$ cat src/rtl/mch_test_unit_pkg.sv
// mch_test_unit_pkg: FSM state type, pattern seed base, LFSR taps per width and pattern seed/step helpers.
// Build option MCH_TEST_UNIT_LFSR_EN: patterns are Galois LFSR sequences instead of per-channel counters.
package mch_test_unit_pkg;

    typedef enum logic [1:0] {IDLE, RUN, DRAIN, DONE} state_e;

    localparam logic [63:0] SEED_BASE = 64'h9E37_79B9_7F4A_7C15;

    function automatic logic [63:0] dw_mask(input int dw);
        return dw >= 64 ? '1 : (64'd1 << dw) - 64'd1;
    endfunction

    // Right-shifting Galois taps; unknown widths fall back to a top-bit/bottom-bit polynomial.
    function automatic logic [63:0] lfsr_taps(input int dw);
        case (dw)
            8:       return 64'hB8;
            16:      return 64'hB400;
            32:      return 64'h8020_0003;
            64:      return 64'hD800_0000_0000_0000;
            default: return (64'd1 << (dw - 1)) | 64'd1;
        endcase
    endfunction

    // First beat of channel c. The LFSR seed keeps bit 4 of SEED_BASE set, so it is never zero.
    function automatic logic [63:0] pat_seed(input int c, input int dw);
`ifdef MCH_TEST_UNIT_LFSR_EN
        return (SEED_BASE ^ 64'(c)) & dw_mask(dw);
`else
        return (64'(c) << (dw - 8)) & dw_mask(dw);
`endif
    endfunction

    // Value following x (x is zero-extended from dw bits).
    function automatic logic [63:0] pat_next(input logic [63:0] x, input int dw);
`ifdef MCH_TEST_UNIT_LFSR_EN
        return ((x >> 1) ^ (x[0] ? lfsr_taps(dw) : 64'd0)) & dw_mask(dw);
`else
        return (x + 64'd1) & dw_mask(dw);
`endif
    endfunction

endpackage

$ cat src/rtl/mch_test_unit_pattern.sv
// mch_test_unit_pattern: pattern register that loads a seed and advances one step per enabled cycle.
// Ports: clk_i/rst_ni clock and async active-low reset; load_i/seed_i load a seed (priority over step);
//        step_i advances the pattern; val_o current pattern value (0 after reset).
module mch_test_unit_pattern
    import mch_test_unit_pkg::*;
#(
    parameter int DW = 32
) (
    input  logic          clk_i,
    input  logic          rst_ni,
    input  logic          load_i,
    input  logic [DW-1:0] seed_i,
    input  logic          step_i,
    output logic [DW-1:0] val_o
);

    logic [DW-1:0] val_q, val_d;

    assign val_d = load_i ? seed_i : step_i ? DW'(pat_next(64'(val_q), DW)) : val_q;
    assign val_o = val_q;

    always_ff @(posedge clk_i or negedge rst_ni) begin
        if (!rst_ni) val_q <= '0;
        else         val_q <= val_d;
    end

endmodule

$ cat src/rtl/mch_test_unit.sv
// mch_test_unit: multi-channel loopback self-test; drives a pattern per TX stream, checks the RX stream.
// Build option MCH_TEST_UNIT_LFSR_EN selects the LFSR pattern (ports and timing unchanged).
// Ports: clk_i, rst_ni (async active-low); start_i pulse + run_len_i beats per channel;
//        tx_data_o/tx_valid_o/tx_ready_i and rx_data_i/rx_valid_i/rx_ready_o per-channel streams;
//        busy_o (RUN/DRAIN), done_o (1-cycle pulse), pass_o/timeout_o (held until next start),
//        err_cnt_o saturating per-channel mismatch counts.
module mch_test_unit
    import mch_test_unit_pkg::*;
#(
    parameter int CH  = 4,
    parameter int DW  = 32,
    parameter int LW  = 16,
    parameter int EW  = 8,
    parameter int TMO = 1024
) (
    input  logic             clk_i,
    input  logic             rst_ni,
    input  logic             start_i,
    input  logic [LW-1:0]    run_len_i,
    output logic [CH*DW-1:0] tx_data_o,
    output logic [CH-1:0]    tx_valid_o,
    input  logic [CH-1:0]    tx_ready_i,
    input  logic [CH*DW-1:0] rx_data_i,
    input  logic [CH-1:0]    rx_valid_i,
    output logic [CH-1:0]    rx_ready_o,
    output logic             busy_o,
    output logic             done_o,
    output logic             pass_o,
    output logic             timeout_o,
    output logic [CH*EW-1:0] err_cnt_o
);

    localparam int TW = $clog2(TMO) + 1;

    state_e        state_q;
    logic [LW-1:0] run_len_q;
    logic [TW-1:0] tmo_q;
    logic          busy_q, done_q, pass_q, timeout_q;
    logic [CH-1:0] tx_left, rx_left, tx_fire, rx_fire, err_nz;
    logic          load, tmo_hit;

    assign load    = start_i && (state_q == IDLE || state_q == DONE);
    // A beat arriving in the last idle cycle still counts as progress.
    assign tmo_hit = tmo_q == TW'(TMO - 1) && !(|rx_fire);

    for (genvar c = 0; c < CH; c++) begin : g_ch
        logic [LW-1:0] tx_cnt_q, rx_cnt_q;
        logic [EW-1:0] err_q;
        logic [DW-1:0] exp_v;
        logic          mism;
        assign tx_left[c]    = tx_cnt_q < run_len_q;
        assign rx_left[c]    = rx_cnt_q < run_len_q;
        assign tx_valid_o[c] = state_q == RUN && tx_left[c];
        assign rx_ready_o[c] = (state_q == RUN || state_q == DRAIN) && rx_left[c];
        assign tx_fire[c]    = tx_valid_o[c] & tx_ready_i[c];
        assign rx_fire[c]    = rx_valid_i[c] & rx_ready_o[c];
        assign mism          = rx_fire[c] && rx_data_i[c*DW +: DW] != exp_v;
        assign err_nz[c]     = |err_q;
        assign err_cnt_o[c*EW +: EW] = err_q;
        mch_test_unit_pattern #(.DW(DW)) u_tx (
            .clk_i  (clk_i),
            .rst_ni (rst_ni),
            .load_i (load),
            .seed_i (DW'(pat_seed(c, DW))),
            .step_i (tx_fire[c]),
            .val_o  (tx_data_o[c*DW +: DW])
        );
        mch_test_unit_pattern #(.DW(DW)) u_rx (
            .clk_i  (clk_i),
            .rst_ni (rst_ni),
            .load_i (load),
            .seed_i (DW'(pat_seed(c, DW))),
            .step_i (rx_fire[c]),
            .val_o  (exp_v)
        );
        always_ff @(posedge clk_i or negedge rst_ni) begin
            if (!rst_ni) begin
                tx_cnt_q <= '0;
                rx_cnt_q <= '0;
                err_q    <= '0;
            end else if (load) begin
                tx_cnt_q <= '0;
                rx_cnt_q <= '0;
                err_q    <= '0;
            end else begin
                if (tx_fire[c]) tx_cnt_q <= tx_cnt_q + 1'b1;
                if (rx_fire[c]) rx_cnt_q <= rx_cnt_q + 1'b1;
                if (mism && err_q != '1) err_q <= err_q + 1'b1;
            end
        end
    end

    always_ff @(posedge clk_i or negedge rst_ni) begin
        if (!rst_ni) begin
            state_q   <= IDLE;
            run_len_q <= '0;
            tmo_q     <= '0;
            busy_q    <= 1'b0;
            done_q    <= 1'b0;
            pass_q    <= 1'b0;
            timeout_q <= 1'b0;
        end else begin
            done_q <= 1'b0;
            tmo_q  <= |rx_fire ? '0 : state_q == DRAIN ? tmo_q + 1'b1 : tmo_q;
            case (state_q)
                IDLE, DONE: if (start_i) begin
                    state_q   <= RUN;
                    run_len_q <= run_len_i;
                    tmo_q     <= '0;
                    busy_q    <= 1'b1;
                    pass_q    <= 1'b0;
                    timeout_q <= 1'b0;
                end
                RUN: if (tx_left == '0) state_q <= DRAIN;
                DRAIN: if (rx_left == '0 || tmo_hit) begin
                    state_q   <= DONE;
                    busy_q    <= 1'b0;
                    done_q    <= 1'b1;
                    timeout_q <= rx_left != '0;
                    pass_q    <= rx_left == '0 && err_nz == '0;
                end
                default: state_q <= IDLE;
            endcase
        end
    end

    assign busy_o    = busy_q;
    assign done_o    = done_q;
    assign pass_o    = pass_q;
    assign timeout_o = timeout_q;

endmodule

$ cat config.mk
export PLATFORM = sky130hd
export DESIGN_NAME = mch_test_unit
export DESIGN_NICKNAME = d
export VERILOG_FILES = /design/src/rtl/mch_test_unit_pkg.sv /design/src/rtl/mch_test_unit_pattern.sv /design/src/rtl/mch_test_unit.sv
export SDC_FILE = /design/constraint.sdc
export NUM_CORES = 1
export LEC_CHECK = 0
export ABC_CLOCK_PERIOD_IN_PS = 4000
export CAP_MARGIN = 20
export CORE_ASPECT_RATIO = 1.1
export CORE_MARGIN = 1.5
export CORE_UTILIZATION = 58
export CTS_CLUSTER_SIZE = 12
export DETAILED_ROUTE_END_ITERATION = 16
export PLACE_DENSITY = 0.87
export SETUP_SLACK_MARGIN = 0.1
export SLEW_MARGIN = 20
export SYNTH_ARGS = -nofsm -noshare
export SYNTH_HDL_FRONTEND = slang
export SYNTH_HIERARCHICAL = 1
export SYNTH_SLANG_ARGS = --single-unit
$ cat constraint.sdc
create_clock -name clk_i -period 4 [get_ports clk_i]
set_input_delay 0.6 -clock clk_i [delete_from_list [all_inputs] [get_ports clk_i]]
set_output_delay 0.6 -clock clk_i [all_outputs]
set_load 0.01 [all_outputs]
==> flow_metrics.py, run 1 <==
metrics = {
    "placed_design": {
        "place_hpwl_um": 55900,
        "place_congestion": 0.901,
        "port_buffers": 326,
        "place_inst": 4374,
    },
    "clocking": {
        "clkSlewWorstSetupHoldPaths_ns": 0.06,
        "cts.sinks": 449,
        "numCtsBuffers": 49,
        "tritoncts": "built",
        "clock_latency_ns": 0.60,
        "postCtsHoldBufs": 0,
        "cts_buffer_depth": 3,
        "htree_levels": 2,
        "root_buffer": "clkbuf_16",
    },
    "floorplanning": {
        "fp.dieH_um": 238,
        "row_count": 85,
        "start_util": 0.591,
        "die_area_um2": 51400,
        "core_um2": 49100,
        "die_x_um": 216,
        "io-pin-count": 327,
    },
    "route": {
        "wl_per_cell_um": 17.8,
        "viasPerCell": 5.98,
        "drt_wl_total_um": 79800,
        "drtIter0Drc": 2084,
        "dr_total_vias": 26800,
        "drc_errors": 0,
        "drt_pass1_iterations": 5,
        "ant_nets": 0,
    },
    "outcome": {
        "violations": "negative hold slack",
        "outcome": "finished with violations",
    },
    "setup_path": {
        "cp_max_fo": 9,
        "path_cells": "inv_1 -> ha_1 -> nand2_1 -> nor2_1 -> a2111o_1 -> a31oi_2 -> buf_4 -> clkdlybuf4s50_1",
        "critPathLaunchType": "flop",
        "end_kind": "output pin",
        "r2r_slack_ns": 0.29,
        "cp.arrival_ns": 3.25,
        "critPathKind": "reg -> out",
        "crit_family": "buffers and inverters",
        "worst-path-buf-inv": 3,
        "cp_slowest_cell": "clkdlybuf4s50_1",
        "required_ns": 3.40,
        "max_stage_delay_ns": 0.59,
    },
    "grt": {
        "grt_pass1_wl_um": 130000,
        "overflow": 0,
        "grt_max_degree": 89,
        "antenna_found_initial": 2,
        "grt_use_total": 0.306,
        "grt_pass1_vias": 25400,
    },
    "timing": {
        "worst_pin_slew_ns": 1.16,
        "holdWs_ns": -0.00963,
        "post-route-min-period_ns": 3.85,
        "finalSetupTns_ns": 0,
        "hold_viol_final": 7,
        "clock.fmax_ghz": 0.260,
        "finalSetupViolCount": 0,
        "final.setup_skew_ns": 0.0211,
        "fin_crit_sh": 0.962,
        "rsz0062_at_grt": "no",
        "slew_violations": 0,
        "slew_headroom": 0.219,
    },
    "synth": {
        "synth_edf_count": 0,
        "syn_area_um2": 29000,
        "synth-main-ff-cell": "dfrtp_1",
        "ys_ff_latch": 449,
        "seq_area_frac_synth": 0.387,
        "netlist_top_cells_area": "dfrtp_1, xor2_1, ha_1",
        "syn-mean-instance-area_um2": 9.02,
        "yosysTopAreaCellShare": 0.387,
        "async_flop_share": 1.00,
        "yosys.area.top_type": "dfrtp_1",
        "ys_warn_count": 6,
        "synth_cell_types": 72,
        "netlist_instances": 3217,
    },
    "min_path": {
        "holdCritPathClass": "in -> async",
    },
    "power_and_ir_drop": {
        "power_leakage_nw": 15.7,
        "report.power.total_mw": 14.1,
        "ir_drop_mv": 0.284,
        "p_per_area_nw_per_um2": 394,
    },
    "cells_and_area": {
        "fin_util": 0.727,
        "nets": 4090,
        "layout_common_cells": "dfrtp_1, clkdlybuf4s50_1, nand2_1, nor2_1, conb_1",
        "drive_gt1_frac": 0.0562,
        "synthToLayoutAreaGrowth_pct": 23.1,
        "final_common_cell": "dfrtp_1",
        "final_cell_count_no_fill": 4477,
    },
    "flow_run": {
        "max_cap_viol_count": 0,
    },
}
-- metal layers --
layer / GRT usage / vias to the layer above / wire, um
li1: - / 12700 / -
met2: 0.506 / 905 / 38300
met1: 0.396 / 12900 / 33100
met3: 0.0526 / 216 / 5030
met5: 0 / - / 13
met4: 0.131 / 2 / 3350
-- layout make-up --
| class | count | area, um2 |
|---|---|---|
| well taps | 652 | 816 |
| multi-input cells | 2804 | 17800 |
| inverters | 93 | 368 |
| diodes | 1 | 2.50 |
| clock buffers | 75 | 1500 |
| flip-flops and latches | 449 | 11200 |
| fillers | 3570 | 13400 |
| clock inverters | 13 | 171 |
| repair buffers | 390 | 3850 |
-- what timing repair did --
action                     4_1_cts  5_1_grt
gates resized for setup          4       14
setup endpoints to repair        4       31
buffers inserted                 9        5
-- synthesized netlist by cell type (10+ instances only) --
| cell type | number |
|---|---|
| o31ai_1 | 74 |
| xor2_1 | 228 |
| xnor2_1 | 123 |
| o211ai_1 | 21 |
| ha_1 | 148 |
| a21o_1 | 10 |
| nand3_1 | 137 |
| or3_1 | 58 |
| o31a_1 | 25 |
| inv_1 | 87 |
| nor4_1 | 37 |
| nor2b_1 | 21 |
| nor3_1 | 14 |
| a31oi_1 | 116 |
| or4_1 | 98 |
| a21oi_1 | 67 |
| and3_1 | 86 |
| nand4_1 | 170 |
| mux2i_1 | 17 |
| nand4_4 | 16 |
| nor2_1 | 316 |
| buf_2 | 19 |
| nand2b_1 | 17 |
| and4_1 | 51 |
| o21ai_0 | 213 |
| nand2_1 | 320 |
| clkbuf_1 | 81 |
| buf_6 | 16 |
| dfrtp_1 | 449 |
| nand3_2 | 16 |
| and2_1 | 34 |
-- state kept, by name (all words and copies together), names as in the netlist --
register	flops
busy_o	1
done_o	1
g_ch.err_q	32
g_ch.rx_cnt_q	64
g_ch.tx_cnt_q	64
g_ch.u_rx/val_o	128
g_ch.u_tx/val_o	128
pass_o	1
run_len_q	16
state_q	2
timeout_o	1
tmo_q	11
-- cells by family (layout without fill, tap and decap cells) --
| family | Yosys count | after routing | share of synthesized area |
|---|---|---|---|
| XOR/XNOR | 351 | 351 | 0.106 |
| adder cells (fa/ha/maj) | 148 | 148 | 0.0638 |
| multiplexers | 17 | 17 | 0.00586 |
| flip-flops | 449 | 449 | 0.387 |
| AND/OR/NAND/NOR | 1430 | 1430 | 0.272 |
| buffers and inverters | 218 | 571 | 0.0342 |
| other | 2 | 257 | 0.000259 |
| AO/OA/AOI/OAI | 602 | 602 | 0.131 |
-- path summary, 6_finish.rpt --
kind | endpoint | startpoint | depth (start not counted)
worst max-delay path | tx_valid_o[1] | run_len_q[14]$_DFFE_PN0P_ | 8
worst min-delay path | g_ch[0].u_rx/val_o[20]$_DFFE_PN0P_ | rst_ni | 1
worst max register to register | g_ch[3].u_rx/val_o[17]$_DFFE_PN0P_ | run_len_q[9]$_DFFE_PN0P_ | 12
worst min register to register | state_q[1]$_DFFE_PN0P_ | state_q[1]$_DFFE_PN0P_ | 1
max in group asynchronous | g_ch[2].u_tx/val_o[11]$_DFFE_PN0P_ | rst_ni | 3
min in group clk_i | state_q[1]$_DFFE_PN0P_ | state_q[1]$_DFFE_PN0P_ | 1
-- through the flow --
stage	cell area [um2]	setup slack (ns)
3_3_place_gp	33900	0.398
5_1_grt	35700	0.103
2_1_floorplan	30000	0.535
6_report	35700	0.152
3_5_place_dp	33900	0.261
4_1_cts	35600	0.0395
-- power breakdown --
| part | total [mW] | switching [mW] | internal, mW |
|---|---|---|---|
| clock | 4.72 | 1.90 | 2.82 |
| sequential | 6.28 | 1.08 | 5.21 |
| combinational | 3.07 | 1.51 | 1.56 |
-- worst reg2reg max path, stage by stage, from the launching register on --
cell and delay [ns]:
dfrtp_1 0.38, clkinvlp_4 0.19, buf_4 0.21, ha_1 0.31
a21o_1 0.20, a221o_1 0.35, a2111oi_0 0.41, o21ai_1 0.23
inv_2 0.12, and4_4 0.33, nand4_4 0.16, or4_1 0.53
a31oi_1 0.20
(Power assumes the default switching activity.)
==> run 2: changes to the inputs <==
Settings changed: ABC_CLOCK_PERIOD_IN_PS 4000 to 3900.
Clock period 4 ns to 3.9 ns, I/O delays scaled along.
==> run 2 against run 1 <==
The run still ends with negative hold slack left. Sequential power is 3% higher. Die area stayed put. Non-clock buffer count is 4 higher. Clock skew is 0.0022 ns lower. Count of clock-buffer cells in the layout is 1 higher. Sequential share of layout area hardly changed. First-iteration DRC count is 1.1% higher. Final cell count hardly changed. Largest cell class unchanged. Highest routed layer unchanged.
==> flow_metrics.py, run 2 (synthesis results as in run 1) <==
metrics = {
    "placed_design": {
        "place_hpwl_um": 56700,
        "port_buffers": 326,
        "place_congestion": 0.907,
        "pre_cts_ws_ns": 0.339,
    },
    "cells_and_area": {
        "synthToLayoutAreaGrowth_pct": 23.3,
        "fin_util": 0.728,
        "seq_area_um2": 11200,
        "fill_cells": 3568,
        "nets": 4094,
        "layout_common_cells": "dfrtp_1, clkdlybuf4s50_1, nand2_1, nor2_1, conb_1",
        "multi_input_area_um2": 17800,
        "final_common_cell": "dfrtp_1",
        "drive_gt1_frac": 0.0575,
    },
    "route": {
        "viasPerCell": 5.97,
        "drt_pass1_iterations": 6,
        "ant_nets": 0,
        "dr_total_vias": 26800,
        "drc_errors": 0,
        "wl_per_cell_um": 17.9,
        "drt_wl_total_um": 80400,
        "drtIter0Drc": 2107,
    },
    "power_and_ir_drop": {
        "pwr-share-clk": 0.331,
        "report.power.total_mw": 14.4,
        "ir_drop_mv": 0.332,
        "p_sw_frac": 0.323,
        "p_per_area_nw_per_um2": 404,
        "switchingPower_mw": 4.66,
        "power_leakage_nw": 15.7,
        "p_seq_frac": 0.449,
        "power_frac_comb": 0.221,
        "p_int_mw": 9.78,
    },
    "timing": {
        "post-route-min-period_ns": 3.83,
        "rsz0062_at_grt": "yes",
        "final.setup_skew_ns": 0.0189,
        "finalSetupViolCount": 0,
        "clock.fmax_ghz": 0.261,
        "fin_ws_ns": 0.0713,
        "finalSetupTns_ns": 0,
        "hold_viol_final": 1,
        "fin_crit_sh": 0.982,
        "slew_violations": 0,
        "holdWs_ns": -0.00399,
        "slew_headroom": 0.187,
        "worst_pin_slew_ns": 1.20,
    },
    "floorplanning": {
        "row_count": 85,
        "die_x_um": 216,
        "start_util": 0.591,
        "io-pin-count": 327,
        "fp.dieH_um": 238,
        "core_um2": 49100,
        "die_area_um2": 51400,
    },
    "setup_path": {
        "cp.arrival_ns": 3.24,
        "r2r_start": "run_len_q[5]$_DFFE_PN0P_",
        "cp_max_fo": 5,
        "cp_slowest_cell": "clkdlybuf4s50_1",
        "rr_worst_depth": 14,
        "required_ns": 3.31,
        "r2r_slack_ns": 0.27,
        "crit_family": "compound AO/OA/AOI/OAI gates",
        "worst-path-buf-inv": 3,
        "max_stage_delay_ns": 0.59,
        "critPathLaunchType": "flop",
        "path_cells": "inv_1 -> buf_4 -> ha_1 -> a211oi_1 -> o21ai_1 -> a41oi_1 -> o221ai_2 -> nor2_1 -> clkdlybuf4s50_1",
        "critPathKind": "reg -> out",
        "r2r-end": "g_ch[3].u_tx/val_o[19]$_DFFE_PN0P_",
        "end_kind": "output pin",
    },
    "clocking": {
        "cts.sinks": 449,
        "postCtsHoldBufs": 0,
        "cts_buffer_depth": 3,
        "numCtsBuffers": 49,
        "tritoncts": "built",
        "root_buffer": "clkbuf_16",
        "htree_levels": 2,
        "clkSlewWorstSetupHoldPaths_ns": 0.06,
        "clock_latency_ns": 0.60,
    },
    "grt": {
        "grt_max_degree": 89,
        "overflow": 0,
        "grt_pass1_wl_um": 130000,
        "grt_use_total": 0.307,
        "grt_pass1_vias": 25800,
        "antenna_found_initial": 3,
    },
    "flow_run": {
        "max_cap_viol_count": 0,
    },
    "outcome": {
        "violations": "negative hold slack",
        "outcome": "finished with violations",
    },
    "min_path": {
        "holdCritPathClass": "in -> async",
    },
}
[run 2: changes by cell type in the layout (fill, tap and decap cells not counted), moves of 2 or more]
cell,previous run,this run
clkbuf_1,11,8
bufinv_16,4,2
clkbuf_8,13,17
dlymetal6s2s_1,2,4
buf_12,8,10
buf_4,56,58
clkdlybuf4s50_1,323,321
[run 2: layer usage]
| layer | GRT usage | wire length, um | up-vias |
|---|---|---|---|
| li1 | - | - | 12700 |
| met1 | 0.395 | 33600 | 12900 |
| met3 | 0.0470 | 4800 | 233 |
| met2 | 0.511 | 38500 | 900 |
| met5 | 0 | 26 | - |
| met4 | 0.136 | 3450 | 4 |
[run 2: worst max path at each step]
stage                              startpoint                                  to  slack (ns)  cells after the start
floorplan              state_q[0]$_DFFE_PN0P_  g_ch[0].u_rx/val_o[16]$_DFFE_PN0P_        0.44                     11
global placement     run_len_q[9]$_DFFE_PN0P_  g_ch[3].u_tx/val_o[24]$_DFFE_PN0P_        0.45                     13
detailed placement  run_len_q[11]$_DFFE_PN0P_  g_ch[3].u_rx/val_o[28]$_DFFE_PN0P_        0.34                     11
CTS                  run_len_q[5]$_DFFE_PN0P_                       rx_ready_o[2]        0.08                      8
global route         run_len_q[3]$_DFFE_PN0P_                       rx_ready_o[2]       -0.04                      9
finish               run_len_q[3]$_DFFE_PN0P_                       rx_ready_o[2]        0.07                      9
[run 2: stage by stage]
| stage | cells | instance area (um2) |
|---|---|---|
| after CTS | 4475 | 35700 |
| after detailed placement | 4381 | 34000 |
| final | 4481 | 35800 |
| after global routing | 4480 | 35800 |
| after floorplan | 3471 | 30000 |
| after global placement | 4381 | 34000 |
[run 2: what timing repair did]
item                       4_1_cts  5_1_grt
setup endpoints to repair        5       24
resized for setup                5       13
buffers inserted                 6        5
pin swaps                        0        2
[run 2: power by group through the flow]
stage	logic, mW	clock network, mW	registers, mW
floorplan	1.77	0	6.27
global placement	2.99	0	6.49
detailed placement	3.13	0	6.51
CTS	3.18	4.85	6.45
global route	3.54	5.01	6.59
finish	3.19	4.78	6.48
[run 2: final cells by class]
class | instances | share of cell area
Sequential cell | 449 | 0.314
Clock buffer | 76 | 0.0431
Clock inverter | 12 | 0.00325
Multi-Input combinational cell | 2804 | 0.497
Timing Repair Buffer | 394 | 0.109
Tap cell | 652 | 0.0228
Inverter | 93 | 0.0103
Antenna cell | 1 | 0.0000700
